===== src/rtl/reorder_buffer.sv =====
// Reorder buffer: in-order retirement of out-of-order completed instructions.
// Macro: ROB_TAG_CHECK_EN enables the sticky allocation tag check (tag_error).
// Ports:
//   clk, reset     - rising-edge clock, synchronous active-high reset
//   valid_in       - renamed instruction offered by rename
//   data_in        - renamed instruction payload (rename_data)
//   ready_in       - combinational: ROB can accept data_in this cycle
//   wb_valid       - functional unit completion strobe
//   wb_tag         - rob_tag of the completing instruction
//   wb_mispredict  - completing branch was mispredicted
//   free_valid     - pd_old returned to the free list (registered pulse)
//   free_preg      - physical register being returned
//   commit_valid   - one instruction retired in the previous cycle
//   mispredict     - flush pulse to rename, map table and free list
//   tag_error      - sticky allocation tag mismatch flag

package reorder_buffer_pkg;
  localparam int unsigned PREG_W = 7;
  localparam int unsigned TAG_W  = 4;
  localparam int unsigned OPC_W  = 7;

  typedef struct packed {
    logic [PREG_W-1:0] pd_new;
    logic [PREG_W-1:0] pd_old;
    logic [TAG_W-1:0]  rob_tag;
    logic [OPC_W-1:0]  opcode;
    logic [4:0]        rd_arch;
    logic [11:0]       imm;
  } rename_data;
endpackage

module reorder_buffer
  import reorder_buffer_pkg::*;
#(
  parameter int unsigned DEPTH = 16
) (
  input  logic              clk,
  input  logic              reset,
  input  logic              valid_in,
  input  rename_data        data_in,
  output logic              ready_in,
  input  logic              wb_valid,
  input  logic [TAG_W-1:0]  wb_tag,
  input  logic              wb_mispredict,
  output logic              free_valid,
  output logic [PREG_W-1:0] free_preg,
  output logic              commit_valid,
  output logic              mispredict,
  output logic              tag_error
);

  localparam int unsigned PTR_W = 4;
  localparam int unsigned CNT_W = 5;

  logic [PTR_W-1:0]  head;
  logic [PTR_W-1:0]  tail;
  logic [CNT_W-1:0]  count;
  logic [DEPTH-1:0]  valid_q;
  logic [DEPTH-1:0]  done_q;
  logic [DEPTH-1:0]  mispred_q;
  logic [DEPTH-1:0]  dest_q;      // pd_new != 0, i.e. pd_old must be freed
  logic [PREG_W-1:0] pd_old_q [DEPTH];

  logic retire;
  logic flush;
  logic full;
  logic alloc;
  logic wb_hit;

  // Head retirement uses only registered done bits, so a same-cycle writeback
  // to the head cannot retire it until the following cycle.
  assign retire   = valid_q[head] & done_q[head];
  assign flush    = retire & mispred_q[head];
  assign full     = (count == CNT_W'(DEPTH));
  assign ready_in = !full && !flush;
  assign alloc    = valid_in && ready_in;
  assign wb_hit   = wb_valid && valid_q[wb_tag];

  // Pointer, occupancy, status bits and registered retirement outputs
  always_ff @(posedge clk) begin
    if (reset) begin
      head         <= '0;
      tail         <= '0;
      count        <= '0;
      valid_q      <= '0;
      done_q       <= '0;
      mispred_q    <= '0;
      dest_q       <= '0;
      commit_valid <= 1'b0;
      free_valid   <= 1'b0;
      free_preg    <= '0;
      mispredict   <= 1'b0;
    end else begin
      commit_valid <= retire;
      free_valid   <= retire && dest_q[head];
      free_preg    <= (retire && dest_q[head]) ? pd_old_q[head] : '0;
      mispredict   <= flush;

      if (wb_hit) begin
        done_q[wb_tag] <= 1'b1;
        if (wb_mispredict) begin
          mispred_q[wb_tag] <= 1'b1;
        end
      end

      if (flush) begin
        // Discard every younger entry; allocation is blocked this cycle.
        head    <= tail;
        count   <= '0;
        valid_q <= '0;
      end else begin
        if (retire) begin
          valid_q[head] <= 1'b0;
          head          <= head + PTR_W'(1);
        end
        if (alloc) begin
          valid_q[tail]   <= 1'b1;
          done_q[tail]    <= 1'b0;
          mispred_q[tail] <= 1'b0;
          dest_q[tail]    <= (data_in.pd_new != '0);
          tail            <= tail + PTR_W'(1);
        end
        count <= count + CNT_W'(alloc) - CNT_W'(retire);
      end
    end
  end

  // Payload storage needs no reset: it is only read behind a valid bit.
  always_ff @(posedge clk) begin
    if (!reset && alloc) begin
      pd_old_q[tail] <= data_in.pd_old;
    end
  end

`ifdef ROB_TAG_CHECK_EN
  // Sticky flag: rename handed us a tag that disagrees with our tail.
  always_ff @(posedge clk) begin
    if (reset) begin
      tag_error <= 1'b0;
    end else if (alloc && (data_in.rob_tag != tail)) begin
      tag_error <= 1'b1;
    end
  end

  logic unused_fields;
  assign unused_fields = ^{data_in.opcode, data_in.rd_arch, data_in.imm};
`else
  assign tag_error = 1'b0;

  logic unused_fields;
  assign unused_fields = ^{data_in.rob_tag, data_in.opcode, data_in.rd_arch, data_in.imm};
`endif

endmodule


===== config.mk =====
export PLATFORM = sky130hd
export DESIGN_NAME = reorder_buffer
export DESIGN_NICKNAME = d
export VERILOG_FILES = /design/src/rtl/reorder_buffer.sv
export SDC_FILE = /design/constraint.sdc
export NUM_CORES = 1
export LEC_CHECK = 0
export CORE_MARGIN = 1
export CORE_UTILIZATION = 55
export DETAILED_ROUTE_END_ITERATION = 10
export HOLD_SLACK_MARGIN = 0.02
export PLACE_DENSITY = 0.77
export SETUP_SLACK_MARGIN = 0.05
export SYNTH_ARGS = -nofsm -noshare
export SYNTH_HDL_FRONTEND = slang
export SYNTH_SLANG_ARGS = --single-unit

===== constraint.sdc =====
create_clock -name clk -period 10.35 [get_ports clk]
set_input_delay 2.5875 -clock clk [delete_from_list [all_inputs] [get_ports clk]]
set_output_delay 2.5875 -clock clk [all_outputs]
set_load 0.05 [all_outputs]

==> metrics.md, run 1 <==
| Metric | Value |
|---|---|
| Status | finished clean |
| Clk slew on worst S/H paths | 0.08 ns |
| GRT overflow | 0 |
| Fmax | 141 MHz |
| DRT Wirelength | 18600 µm |
| Fin util | 0.627 |
| DR vias | 5462 |
| Skew final | 0.0138 ns |
| N_diodes | 0 |
| Startpoint Class | flip-flop |
| Die width | 127 µm |
| CTS tree | built |
| Pin count of the biggest net entering global routing | 79 |
| Drt drc | 0 |
| Num CTS Buffers | 17 |
| Hold path depth | 2 |
| Vias in the first global route | 5250 |
| PortBufs | 33 |
| Max VDD drop | 0.150 mV |
| Total Neg Setup Slack | 0 ns |
| Netlist cell types | 43 |
| Psw | 0.000434 W |
| CP endpoint kind | output pin |
| Hold Path Sink | dest_q[11] |
| Fraction of layout cells with a size suffix above 1 | 0.157 |
| Height of the die | 127 µm |
| FF+latch count, synth | 199 |
| Critical path class | reg -> out |
| Clock power share | 0.386 |
| R2R setup slack | 5.76 ns |
| Time the worst path needs with I/O delays and setup | 7.07 ns |
| Critical R2R Launch | head[1] |
| Post-route cell area | 9530 µm² |
| Syn_nets | 688 |
| Drt first-iter violations | 544 |
| Initial antenna violation count | 0 |
| RSZ-0062 raised after global routing | no |
| Via/cell ratio | 6.51 |
| Final period util | 0.683 |
| Hold crit path type | reg -> reg |
| Io pins | 63 |
| Post-DR wirelength/cell | 22.1 µm |
| Worst r2r path cells | 15 |
| Reg area | 5110 µm² |
| Fillers | 1076 |
| # hold bufs at CTS | 0 |
| Final setup fails | 0 |
| Post-CTS Setup Repair Bufs | 0 |
| Clock Path Buffers | 2 |
| RePlAce Congestion | 0.838 |
| Int Pwr | 0.00124 W |
| Slew @ Worst Pin | 1.29 ns |
| Final ANT Viol Nets | 0 |
| Switching portion of total power | 0.259 |
| Worst-Skew Late Latency | 0.44 ns |
| Synth Warn # | 0 |
| # nets final | 704 |
| Gate count of the mapped netlist | 622 |
| Hold Startpoint | dest_q[11] |
| First drt pass iteration count | 7 |
| Die area | 16000 µm² |
| Starting Density | 0.562 |
| Cell Area, Placed | 8950 µm² |
| Max_slew headroom | 0.131 |
| Avg Cell Area, Syn | 13.7 µm² |
| # rows | 45 |
| Sequential power share | 0.516 |
| Core Area | 15200 µm² |
| Multi-input gate area | 3200 µm² |
| Max-Cap Viols | 0 |
| Clock Root Buffer | clkbuf_16 |
| Register area share after synthesis | 0.597 |
| Worst hold slack | 0.477 ns |
| P&R area growth vs syn | 11.5% |
| CTS resizes | 0 |
| Cell Area, Synth | 8550 µm² |
| Worst-path fanout max | 29 |
| Fin. max-slew vios | 0 |
| Post-DP HPWL | 12100 µm |
| Clock Sinks | 199 |
| Pleak | 3.18 nW |
| Combinational fraction of design power | 0.097 |
| Worst endpoint required time | 7.76 ns |
| CP Data Arrival Time | 4.48 ns |
| First-pass GRT wire length | 29100 µm |
| H-tree level count | 4 |
| PD cells | 176 nW/µm² |
| Final Hold Vio Count | 0 |
| Crit Reg-Reg Endpoint | count[4] |
| Total GRT Usage | 0.247 |
==> logic make-up after synthesis <==
family,count (synthesis),share of synthesized area
DFF,199,0.597
other,1,0.000439
adders and majority gates,15,0.0228
AOI/OAI and AO/OA,82,0.0533
buffers and inverters,55,0.0293
muxes,76,0.174
xor gates and xnor gates,7,0.00717
and+or+nand+nor,187,0.116
==> cells in the mapped netlist (all sizes together) <==
cell type	number	share of area
edfxtp	112	0.39
dfxtp	87	0.20
mux4	58	0.15
a21oi	51	0.030
nor3	48	0.028
nand2	30	0.013
clkbuf	23	0.010
nor2	21	0.0092
nand2b	19	0.014
mux2i	18	0.021
nand3	18	0.011
o21ai	18	0.011
buf	17	0.013
and3	14	0.010
ha	14	0.020
inv	14	0.0061
nor2b	14	0.010
and2	7	0.0051
a31oi	6	0.0044
nor4	6	0.0059
xnor2	5	0.0051
a21o	3	0.0026
nand4	3	0.0022
and4	2	0.0020
nor3b	2	0.0018
xor2	2	0.0020
a211oi	1	0.00088
and3b	1	0.0010
clkinv	1	0.00044
conb	1	0.00044
fa	1	0.0023
nand3b	1	0.00088
nor4bb	1	0.0012
o311ai	1	0.0019
o31a	1	0.0020
o32ai	1	0.0010
==> worst max path at each step <==
stage,depth (start not counted),start,slack (ns),to
floorplan,5,head[1],5.28,ready_in
global placement,7,head[0],3.86,ready_in
detailed placement,7,head[0],3.81,ready_in
CTS,7,head[0],3.29,ready_in
global route,7,head[0],3.01,ready_in
finish,7,head[0],3.28,ready_in
==> through the flow <==
stage | worst slack [ns] | std cells | total power, W
final | 3.28 | 839 | 0.00168
after floorplan | 5.28 | 622 | 0.000994
after detailed placement | 3.81 | 807 | 0.00104
after global routing | 3.01 | 839 | 0.00173
after CTS | 3.29 | 839 | 0.00168
after global placement | 3.86 | 807 | 0.00103
==> layer usage <==
layer,wire length (µm),share of wire,up-vias,global-route usage
met5,0,0,-,0
met4,318,0.017,0,0.0889
met3,1560,0.084,28,0.0595
met2,9120,0.49,272,0.384
met1,7560,0.41,2762,0.342
li1,-,-,2400,-
==> layout make-up <==
type                    instances  share of cell area
clock buffers                  18              0.0450
well taps                     188              0.0247
inverters                      15             0.00591
repair buffers                 37              0.0373
multi-input cells             368               0.336
clock inverters                14              0.0154
flip-flops and latches        199               0.536
==> critical path: stages, from the launching register on <==
cell and delay, ns:
dfxtp_2 0.96, mux4_2 0.65, nand2_1 0.10, nand4_1 0.13
nand2_1 0.56, clkinv_1 0.43, a21oi_1 0.33, clkdlybuf4s50_1 0.85
==> power by group through the flow <==
stage	logic (W)	clock network [W]	registers, W
2_1_floorplan	0.000114	0	0.000879
3_3_place_gp	0.000153	0	0.000882
3_5_place_dp	0.000160	0	0.000884
4_1_cts	0.000161	0.000653	0.000865
5_1_grt	0.000177	0.000685	0.000868
6_report	0.000163	0.000647	0.000865
==> registers in the layout, summed over array words and instances (netlist names) <==
signal	cells
mispredict	1
done_q	16
head	4
dest_q	16
count	5
free_valid	1
mispred_q	16
valid_q	16
pd_old_q	112
tail	4
commit_valid	1
free_preg	7
==> placed cells by master (no fill, tap or decap), types with 14 or more instances in the layout <==
master / instances
mux4_2: 58
o21ai_0: 18
and3_1: 14
dfxtp_1: 85
nand3_1: 18
nand2b_1: 19
edfxtp_1: 112
ha_1: 14
nand2_1: 29
nor2_1: 21
clkbuf_16: 17
nor2b_1: 14
nor3_1: 48
clkdlybuf4s50_1: 32
a21oi_1: 51
mux2i_1: 18
Power figures use the tool's default switching activity.
==> run 2, diff against run 1 <==
Settings changed: CORE_UTILIZATION 55 to 53.
Clock period 10.35 ns to 6.3 ns, I/O delays scaled along.
==> run 2 against run 1 <==
  * Critical endpoint unchanged
  * Cell count up 4.1%
  * Sequential share of layout area decreased by 0.38 points
  * Flip-flop and latch count unchanged
  * Critical path type unchanged
  * Clock skew shrank 0.0060 ns
  * Global-route usage fell by 0.72 points
  * Clock power up 62%
  * Non-clock buffer count is 6 higher
  * Combinational power is 63% higher
  * Count of clock-buffer cells in the layout fell by 1
  * Register-to-register slack got worse by 3.7 ns
  * Hold slack barely moved
  * First-iteration DRC count did not move
==> metrics.md, run 2 (synthesized netlist as in run 1, its figures left out) <==
| Metric | Value |
|---|---|
| Status | finished clean |
| Final period util | 0.912 |
| Worst Setup SP | head[0] |
| Clock Root Buffer | clkbuf_16 |
| Pin count of the biggest net entering global routing | 47 |
| H-tree level count | 4 |
| Starting Density | 0.540 |
| Initial antenna violation count | 0 |
| Vias in the first global route | 5310 |
| Final Hold Vio Count | 0 |
| Post-CTS Setup Repair Bufs | 0 |
| CTS resizes | 0 |
| Io pins | 63 |
| Placed insts | 841 |
| DRT Wirelength | 18500 µm |
| N_diodes | 0 |
| Commonest non-fill, non-tap cell in the layout | edfxtp_1 |
| Max_slew headroom | 0.125 |
| Clock Sinks | 199 |
| Worst-path fanout max | 23 |
| Die area | 16600 µm² |
| Fillers | 1167 |
| Critical R2R Launch | head[0] |
| Core Area | 15800 µm² |
| Most crowded layer after global routing | met2 |
| Largest Register | pd_old_q |
| Clock Path Buffers | 2 |
| Most frequent cells in the layout | 112 x edfxtp_1, 85 x dfxtp_1, 58 x mux4_2 |
| Fin util | 0.606 |
| Final setup fails | 0 |
| CP Data Arrival Time | 4.17 ns |
| First-pass GRT wire length | 29000 µm |
| Total Neg Setup Slack | 0 ns |
| Multi-input gate area | 3190 µm² |
| Grt met2 use | 0.373 |
| RSZ-0062 raised after global routing | no |
| Time the worst path needs with I/O delays and setup | 5.74 ns |
| Total GRT Usage | 0.240 |
| P&R area growth vs syn | 12.3% |
| First drt pass iteration count | 5 |
| Worst endpoint required time | 4.72 ns |
| Clk slew on worst S/H paths | 0.07 ns |
| # nets final | 710 |
| Worst-Skew Late Latency | 0.44 ns |
| Max FFs per register | 112 |
| Skew final | 0.00786 ns |
| Max-Cap Viols | 0 |
| Slew @ Worst Pin | 1.30 ns |
| CP endpoint kind | output pin |
| GRT overflow | 0 |
| Max VDD drop | 0.223 mV |
| Num CTS Buffers | 17 |
| Startpoint Class | flip-flop |
| Fin. max-slew vios | 0 |
| Drt first-iter violations | 544 |
| RePlAce Congestion | 0.852 |
| Fraction of layout cells with a size suffix above 1 | 0.163 |
| # hold bufs at CTS | 0 |
| Hold crit path type | reg -> reg |
| Critical path class | reg -> out |
| Drt drc | 0 |
| PD cells | 285 nW/µm² |
| Post-DP HPWL | 12300 µm |
| Pleak | 3.22 nW |
| Die width | 129 µm |
| PortBufs | 33 |
| Hold Startpoint | dest_q[2] |
| Via/cell ratio | 6.23 |
| Height of the die | 129 µm |
| DR vias | 5441 |
| CTS tree | built |
| Post-DR wirelength/cell | 21.2 µm |
| Reg area | 5110 µm² |
| GR Util met3 | 0.0474 |
| Met1 Use GR | 0.331 |
| Non-Filler Instances | 873 |
| Final ANT Viol Nets | 0 |
| # rows | 46 |
| Fmax | 174 MHz |
[run 2: cell types whose count changed in the layout (fill, tap and decap cells not counted)]
cell / previous run / this run
inv_8: 6 / 1
clkinv_4: 0 / 2
clkinv_2: 0 / 2
clkinv_1: 2 / 3
clkinv_8: 2 / 1
buf_4: 4 / 10
bufinv_16: 0 / 1
nor4_1: 3 / 4
clkbuf_1: 1 / 0
clkinvlp_4: 1 / 0
nor4_2: 3 / 2
inv_6: 4 / 6
[run 2: cell type report]
cell class,count,area share
Clock buffer,17,0.0443
Inverter,15,0.00587
Clock inverter,15,0.0151
Multi-Input combinational cell,368,0.333
Sequential cell,199,0.532
Timing Repair Buffer,43,0.0417
Tap cell,216,0.0282
[run 2: final timing paths]
check | end | slack [ns] | depth (start not counted)
worst min register to register | dest_q[2] | 0.48 | 2
worst min-delay path | dest_q[2] | 0.48 | 2
worst max register to register | count[4] | 2.04 | 14
worst max-delay path | ready_in | 0.56 | 7
[run 2: routing by layer]
metal,part of all wire,wire [µm]
met2,0.48,8920
met5,0,0
met3,0.078,1440
met4,0.020,371
met1,0.42,7750
[run 2: stage by stage]
step	power [W]	instance area [µm²]	worst slack [ns]	hold WS (ns)
2_1_floorplan	0.00163	8550	2.24	0.449
3_3_place_gp	0.00170	9030	1.09	0.459
3_5_place_dp	0.00171	9030	1.10	0.470
4_1_cts	0.00275	9600	0.604	0.482
5_1_grt	0.00283	9600	0.342	0.501
6_report	0.00274	9600	0.557	0.477
[run 2: worst max-delay path, cell delays in order (launching register included)]
cell and delay (ns):
dfxtp_2 0.77, mux4_2 0.62, nand2_1 0.09, nand4_1 0.12
nand2_1 0.52, clkinv_1 0.43, a21oi_1 0.32, clkdlybuf4s50_1 0.84
[run 2: power by group]
| part | internal (W) | switching, W |
|---|---|---|
| Clock | 0.000555 | 0.000495 |
| Combinational | 0.000105 | 0.000160 |
| Sequential | 0.00140 | 0.0000203 |
| Total | 0.00206 | 0.000675 |
